--- src/rtl/z16_load_store_unit.sv ---
// z16_load_store_unit: byte-addressed load/store front end for the Z16 data
// memory. Word accesses go straight to the word-wide memory port; byte
// stores are performed as read-modify-write. Byte loads are sign- or
// zero-extended.
//
// Optional build macro: Z16_LSU_MISALIGN_TRAP_EN
//   defined   - word access with addr[0]=1 skips memory and responds with err=1
//   undefined - addr[0] is ignored for word accesses, err is always 0
module z16_load_store_unit #(
  parameter int ADDR_W  = 16,
  parameter int BYTE_LE = 1
) (
  input  logic              i_clk,
  input  logic              i_rst,
  input  logic              i_req_valid,
  output logic              o_req_ready,
  input  logic              i_req_wr,
  input  logic              i_req_byte,
  input  logic              i_req_unsigned,
  input  logic [ADDR_W-1:0] i_req_addr,
  input  logic [15:0]       i_req_wdata,
  output logic              o_resp_valid,
  input  logic              i_resp_ready,
  output logic [15:0]       o_resp_rdata,
  output logic              o_resp_err,
  output logic [ADDR_W-1:0] o_mem_addr,
  output logic              o_mem_wen,
  output logic [15:0]       o_mem_data,
  input  logic [15:0]       i_mem_data
);

  typedef enum logic [2:0] {
    S_IDLE    = 3'd0,
    S_WR      = 3'd1,
    S_RD_ADDR = 3'd2,
    S_RD_DATA = 3'd3,
    S_RMW_WR  = 3'd4,
    S_RESP    = 3'd5
  } state_t;

  // Value of the address LSB that selects the upper lane [15:8].
  localparam logic HI_LANE_SEL = (BYTE_LE != 0) ? 1'b1 : 1'b0;

  state_t            state_q;
  logic              wr_q;
  logic              byte_q;
  logic              uns_q;
  logic              lane_q;
  logic [7:0]        wdata_q;
  logic [ADDR_W-1:0] mem_addr_q;
  logic              mem_wen_q;
  logic [15:0]       mem_data_q;
  logic              resp_valid_q;
  logic [15:0]       resp_rdata_q;
  logic              resp_err_q;

  logic              misalign_d;
  logic              hi_lane_d;
  logic [15:0]       load_val_d;
  logic [15:0]       merge_word_d;

  // Pick one byte lane out of a word and extend it to 16 bits.
  function automatic logic [15:0] extract_byte(input logic [15:0] word,
                                               input logic        hi,
                                               input logic        uns);
    logic [7:0] b;
    if (hi) begin
      b = word[15:8];
    end else begin
      b = word[7:0];
    end
    if (uns) begin
      return {8'h00, b};
    end else begin
      return {{8{b[7]}}, b};
    end
  endfunction

  // Replace one byte lane of a word with a new byte.
  function automatic logic [15:0] merge_byte(input logic [15:0] word,
                                             input logic [7:0]  b,
                                             input logic        hi);
    if (hi) begin
      return {b, word[7:0]};
    end else begin
      return {word[15:8], b};
    end
  endfunction

  // Request decode and read-path data shaping (lane select, extend, merge).
  always_comb begin
    misalign_d   = 1'b0;
`ifdef Z16_LSU_MISALIGN_TRAP_EN
    misalign_d   = ~i_req_byte & i_req_addr[0];
`else
    misalign_d   = 1'b0;
`endif
    hi_lane_d    = (lane_q == HI_LANE_SEL);
    merge_word_d = merge_byte(i_mem_data, wdata_q, hi_lane_d);
    if (byte_q) begin
      load_val_d = extract_byte(i_mem_data, hi_lane_d, uns_q);
    end else begin
      load_val_d = i_mem_data;
    end
  end

  // Control FSM with all memory-side and response outputs registered.
  always_ff @(posedge i_clk) begin
    if (i_rst) begin
      state_q      <= S_IDLE;
      wr_q         <= 1'b0;
      byte_q       <= 1'b0;
      uns_q        <= 1'b0;
      lane_q       <= 1'b0;
      wdata_q      <= 8'h00;
      mem_addr_q   <= {ADDR_W{1'b0}};
      mem_wen_q    <= 1'b0;
      mem_data_q   <= 16'h0000;
      resp_valid_q <= 1'b0;
      resp_rdata_q <= 16'h0000;
      resp_err_q   <= 1'b0;
    end else begin
      case (state_q)
        S_IDLE: begin
          if (i_req_valid) begin
            wr_q       <= i_req_wr;
            byte_q     <= i_req_byte;
            uns_q      <= i_req_unsigned;
            lane_q     <= i_req_addr[0];
            wdata_q    <= i_req_wdata[7:0];
            mem_addr_q <= {1'b0, i_req_addr[ADDR_W-1:1]};
            if (misalign_d) begin
              // Trapped access: answer immediately, never touch memory.
              state_q      <= S_RESP;
              resp_valid_q <= 1'b1;
              resp_rdata_q <= 16'h0000;
              resp_err_q   <= 1'b1;
            end else if (i_req_wr && !i_req_byte) begin
              state_q    <= S_WR;
              mem_wen_q  <= 1'b1;
              mem_data_q <= i_req_wdata;
            end else begin
              // Loads and byte stores both start with a word read.
              state_q <= S_RD_ADDR;
            end
          end
        end
        S_WR: begin
          mem_wen_q    <= 1'b0;
          state_q      <= S_RESP;
          resp_valid_q <= 1'b1;
          resp_rdata_q <= 16'h0000;
          resp_err_q   <= 1'b0;
        end
        S_RD_ADDR: begin
          state_q <= S_RD_DATA;
        end
        S_RD_DATA: begin
          if (wr_q) begin
            mem_data_q <= merge_word_d;
            mem_wen_q  <= 1'b1;
            state_q    <= S_RMW_WR;
          end else begin
            resp_valid_q <= 1'b1;
            resp_rdata_q <= load_val_d;
            resp_err_q   <= 1'b0;
            state_q      <= S_RESP;
          end
        end
        S_RMW_WR: begin
          mem_wen_q    <= 1'b0;
          state_q      <= S_RESP;
          resp_valid_q <= 1'b1;
          resp_rdata_q <= 16'h0000;
          resp_err_q   <= 1'b0;
        end
        S_RESP: begin
          if (i_resp_ready) begin
            resp_valid_q <= 1'b0;
            resp_rdata_q <= 16'h0000;
            resp_err_q   <= 1'b0;
            state_q      <= S_IDLE;
          end
        end
        default: begin
          state_q      <= S_IDLE;
          mem_wen_q    <= 1'b0;
          resp_valid_q <= 1'b0;
        end
      endcase
    end
  end

  assign o_req_ready  = (state_q == S_IDLE);
  assign o_resp_valid = resp_valid_q;
  assign o_resp_rdata = resp_rdata_q;
  assign o_resp_err   = resp_err_q;
  assign o_mem_addr   = mem_addr_q;
  assign o_mem_wen    = mem_wen_q;
  assign o_mem_data   = mem_data_q;

endmodule

--- config.mk ---
export PLATFORM = sky130hd
export DESIGN_NAME = z16_load_store_unit
export DESIGN_NICKNAME = d
export VERILOG_FILES = /design/src/rtl/z16_load_store_unit.sv
export SDC_FILE = /design/constraint.sdc
export NUM_CORES = 1
export LEC_CHECK = 0
export ABC_AREA = 1
export BUFFER_PORTS_ARGS = -buffer_cell sky130_fd_sc_hd__buf_4
export CAP_MARGIN = 30
export CORE_MARGIN = 10
export CORE_UTILIZATION = 30
export DETAILED_ROUTE_END_ITERATION = 7
export PLACE_DENSITY = 0.52
export SYNTH_ARGS = -nofsm -noshare
export SYNTH_HDL_FRONTEND = slang
export SYNTH_SLANG_ARGS = --single-unit
--- constraint.sdc ---
create_clock -name i_clk -period 2.2 [get_ports i_clk]
set_input_delay 0.22 -clock i_clk [delete_from_list [all_inputs] [get_ports i_clk]]
set_output_delay 0.22 -clock i_clk [all_outputs]
set_load 0.02 [all_outputs]
=== Word-level counts from Yosys, hierarchy flattened ===
Index checks and enable logic that the tools add are counted.

* Register bits after elaboration: 65
* Latch bits: 0
* Memory bits (writable): 0
* ROM bits: 0
* Output and inout port bits: 52
* Memories: 0

* Add/subtract/negate cells: 0
* $mul: 0
* Divide/modulo/power cells: 0
* $lt $le $gt $ge: 0
* Equality and inequality tests: 10
* Shift-type cells: 0
* Mux-type cells: 25
* Bitwise logic cells: 2
* Reduce and logical (&&, ||, !) cells: 14

{| class="wikitable"
|+ Operators with widths
! operator !! number
|-
| $mux 16 || 8
|-
| $pmux 16 s3 || 1
|-
| $pmux 16 s2 || 1
|-
| $pmux 3 s5 || 1
|-
| $mux 8 || 1
|-
| $ne 2x2->1 const B || 4
|-
| $reduce_and 4->1 || 2
|-
| $mux 1 || 7
|-
| $eq 3x2->1 const B || 2
|-
| $eq 3x3->1 const B || 2
|-
| $mux 3 || 2
|-
| $pmux 1 s3 || 2
|-
| $reduce_and 3->1 || 2
|-
| $reduce_or 2->1 || 3
|-
| $pmux 1 s4 || 1
|-
| $reduce_and 2->1 || 2
|-
| $eq 3x1->1 const B || 1
|-
| $logic_not 3->1 || 1
|-
| $reduce_bool 3->1 || 1
|-
| $mux 2 || 1
|-
| $ne 2x1->1 const B || 1
|-
| $not 1->1 || 2
|-
| $reduce_bool 2->1 || 1
|-
| $logic_and 1x1->1 || 1
|-
| $logic_not 1->1 || 1
|}

=== Logic depth before layout (Yosys ltp) ===
* Word-level depth: 5
* Mapped depth: 9
* Depth with buffers taken out: 8

=== Worst setup path before layout ===
OpenSTA, ideal clock, no wires.

* Path type: flip-flop to flip-flop
* Start: register state_q[2]
* End: register mem_data_q[4] (netlist: o_mem_data[4])
* Library setup time: 0.113 ns
* Data arrival time: 1.205 ns
* Data required time: 2.087 ns
* Slack: 0.882 ns
* Stages on the path, launching flop included: 9
* Buffers on the path: 1
* Clock period less this slack: 1.318 ns
* Cells stage by stage: dfxtp_1 > inv_2 > nand3_2 > nor2_2 > o21ai_2 > buf_2 > nand2_1 > nand2_1 > nor2_1

* Longest elaborated chain between the ends: 3

{| class="wikitable"
|+ RTL lines
! what !! RTL line !! source
|-
| start, declared || 44 || <nowiki>state_t state_q;</nowiki>
|-
| start signal, assigned || 110 || <nowiki>state_q <= S_IDLE;</nowiki>
|-
| start signal, assigned || 134 || <nowiki>state_q <= S_RESP;</nowiki>
|-
| start signal, assigned || 139 || <nowiki>state_q <= S_WR;</nowiki>
|-
| $eq 3x2->1 or $logic_not 3->1 (tied branches) || 123 || <nowiki>case (state_q)</nowiki>
|-
| $ne 2x2->1 (no line), or another cell as far along || - ||
|-
| $reduce_and 4->1 (no line) || - ||
|-
| end signal, assigned || 141 || <nowiki>mem_data_q <= i_req_wdata;</nowiki>
|-
| end signal, assigned || 160 || <nowiki>mem_data_q <= merge_word_d;</nowiki>
|-
| end, declared || 52 || <nowiki>logic [15:0] mem_data_q;</nowiki>
|}

Parallel ways exist; a longest one is shown, timed or not.
A chain may end at the register's enable or synchronous reset.

=== Worst setup path after layout ===
* Start: register state_q[1]
* End: register resp_rdata_q[15] (netlist: o_resp_rdata[15])

* Longest elaborated chain between the ends: 4

{| class="wikitable"
|+ RTL lines
! what !! RTL line !! source
|-
| $eq 3x3->1 or $eq 3x1->1 (tied branches) || 123 ||
|-
| $reduce_or 2->1 (no line) || - ||
|-
| $reduce_bool 3->1 (no line) || - ||
|-
| $reduce_and 3->1 (no line) || - ||
|-
| end signal, assigned || 165 || <nowiki>resp_rdata_q <= load_val_d;</nowiki>
|-
| end, declared || 54 || <nowiki>logic [15:0] resp_rdata_q;</nowiki>
|}

Parallel ways exist; a longest one is shown, timed or not.

==> metrics.md <==
| Metric | Value |
|---|---|
| H-tree levels | `3` |
| Rows | `37` |
| Die W | `122 µm` |
| Synth top area share | `40.8%` |
| Fmax | `604 MHz` |
| Cts hold-fix bufs | `0` |
| Vias | `3233` |
| Max-slew violations | `0` |
| Chip Height | `122 µm` |
| Crit path DAT | `1.89 ns` |
| Max clock buf depth | `2` |
| Final hold violations | `0` |
| Share of cells above drive strength 1 | `22.8%` |
| Routed len/inst | `13.3 µm` |
| Synth top area cells | `dfxtp_1 41%, nand2_1 20%, a21oi_1 8.3%, nor2_1 7.6%, inv_1 6.2%` |
| Post-route total power | `about 0.0062 W` |
| Static leakage | `between 2 and 2.5 nW` |
| YS warnings | `0` |
| RSZ-0062 raised after global routing | `no` |
| Syn Area/Cell | `roughly 6.3 µm²` |
| Crit Path Max Fanout | `22` |
| First-pass GRT wire length | `15800 µm` |
| Post-synthesis async set-or-reset flop share | `0%` |
| Cell with the most instances after synthesis | `nand2_1` |
| Sequential area share after synthesis | `roughly two fifths` |
| Postcts setup bufs | `0` |
| Clock latency on the worst-skew pair | `~0.35 ns` |
| Pre-CTS WS | `0.559 ns` |
| Rel. slew slack | `approximately three fifths` |
| DRT Pass-1 Iters | `4` |
| Sum of negative setup slack | `0 ns` |
| Outcome | `complete, no violations` |
| Clock sink total | `64` |
| Worst clock skew | `0.0126 ns` |
| Vias per cell | `4.39` |
| Synth area leader | `dfxtp_1` |
| Vias in the first global route | `3184` |
| Final antenna-violating net count | `0` |
| Die area | `15000 µm²` |
| Most frequent cells after synthesis | `168 x nand2_1, 64 x dfxtp_1, 64 x nor2_1` |
| Req. time, crit path | `approximately 2.4 ns` |
| Top_reg_cell synth | `dfxtp_1` |
| Worst-Margin Slew | `0.601 ns` |
| # IOs | `between 100 and 150` |
| Post-CTS sizing | `0` |
| R2R cell count | `5` |
| Post-synth EDFFs | `0` |
| CTS Buf Count | `9` |
| Post-route DRC | `0` |
| Clock root buffer | `clkbuf_8` |
| Max cap viols | `0` |
| HP Class | `input pin to flip-flop` |
| Peak supply drop | `0.536 mV` |
| GR Overflow Total | `0` |
| WHS | `0.146 ns` |
| Crit Path Class | `flip-flop to flip-flop` |
| CTS tree | `done` |
| Hold Path Depth | `3` |
| Initial antenna violation count | `0` |
| Post-Synthesis Cells | `approximately 500` |
| Port bufs | `104` |
| Crit start category | `flip-flop` |
| 1st-iter DRT viols | `171` |
| Finish-stage setup viols | `0` |
| Largest net degree at the start of global routing | `34` |
| N_diodes | `0` |
| Nets | `652` |
| Fillers | `1135` |
| Final WS setup | `0.544 ns` |
| Cell Area, Synth | `between 3000 and 4000 µm²` |
| Clk slew on worst S/H paths | `0.07 ns` |
| Crit path time final | `between 1.5 and 2 ns` |
| DP HPWL | `7400 µm` |
| Gr usage total | `between 10% and 20%` |
| Initial core utilization | `between 30 and 40%` |
| Power Dens Cells | `1460 nW/µm²` |
| Synth Register Bits | `64` |
| Routability congestion estimate | `0.833` |
| CORE AREA | `10300 µm²` |
| Netlist cell types | `22` |
| CP Capture Type | `flip-flop` |
| Area Overhead vs Synth | `34.1%` |
| Final period util | `75.3%` |
| Total Wirelength | `9820 µm` |
cells in the final DEF, fill, tap and decap left out:
cell / netlist / routed
nand2_1: 168 / 168
buf_4: 6 / 113
nor2_1: 64 / 64
dfxtp_1: 64 / 64
inv_1: 52 / 52
a21oi_1: 52 / 52
o21ai_0: 31 / 31
nand3_1: 19 / 19
clkbuf_8: 0 / 10
nor3_1: 8 / 8
nor2_4: 3 / 3
clkinv_2: 0 / 3
nand3_2: 2 / 2
nor2_2: 2 / 2
conb_1: 1 / 2
inv_2: 1 / 1
nand2_2: 1 / 1
o21ai_2: 1 / 1
clkinv_1: 1 / 1
nand3b_1: 1 / 1
a31oi_1: 1 / 1
bufinv_16: 0 / 1
clkbuf_1: 9 / 1
path summary, 6_finish.rpt:
kind / startpoint / end / slack (ns)
setup / recovery: state_q[1] / o_resp_rdata[15] / 0.54
hold / removal: i_req_addr[2] / o_mem_addr[1] / 0.15
setup reg to reg: state_q[1] / o_resp_rdata[15] / 0.54
hold reg to reg: uns_q / uns_q / 0.46
worst max-delay path, stage by stage (launching register included):
cell and delay (ns):
dfxtp_1 0.54, nor2_1 0.11, nand2_1 0.19, nand3_2 0.38, a21oi_1 0.26, nor2_1 0.06
report_power, final:
part / total [W] / internal [W] / switching (W)
sequential: 0.00190 / 0.00162 / 0.000275
combinational: 0.00326 / 0.00121 / 0.00205
clock: 0.00101 / 0.000543 / 0.000468
per-layer routing:
layer  up-vias  GRT usage, %  part of all wire (%)
met5         -             0                     0
met4         0          3.46                  0.82
li1       1736             -                     -
met2        86          20.4                    45
met3         9          5.79                   9.3
met1      1402          15.9                    45
final cells by class:
class / count / area, µm² / area share [%]
Multi-Input combinational cell: 355 / 1520 / 36.2
Sequential cell: 64 / 1280 / 30.4
Timing Repair Buffer: 113 / 848 / 20.1
Inverter: 54 / 203 / 4.81
Tap cell: 136 / 170 / 4.04
Clock buffer: 11 / 141 / 3.36
Clock inverter: 4 / 45.0 / 1.07
kinds of logic after synthesis:
kind of cell    count (synthesis)  synth area share [%]
compound gates                 85                  13.7
simple gates                  268                  34.6
buf+inv                        81                  10.8
flops                          64                  40.8
other cells                     1                 0.119
per-stage QoR:
step | cells | utilization (%) | instance area (µm²)
finish | 737 | 41.0 | 4210
global placement | 722 | 39.2 | 4030
CTS | 737 | 41.0 | 4210
global route | 737 | 41.0 | 4210
detailed placement | 722 | 39.2 | 4030
floorplan | 500 | - | 3150
flip-flops by register name, summed over array words and instances (netlist names):
signal	count
o_mem_addr	15
byte_q	1
wdata_q	8
state_q	3
uns_q	1
wr_q	1
o_mem_wen	1
hi_lane_d	1
o_mem_data	16
o_resp_valid	1
o_resp_rdata	16
No activity file was read; power rests on OpenSTA's default activity.
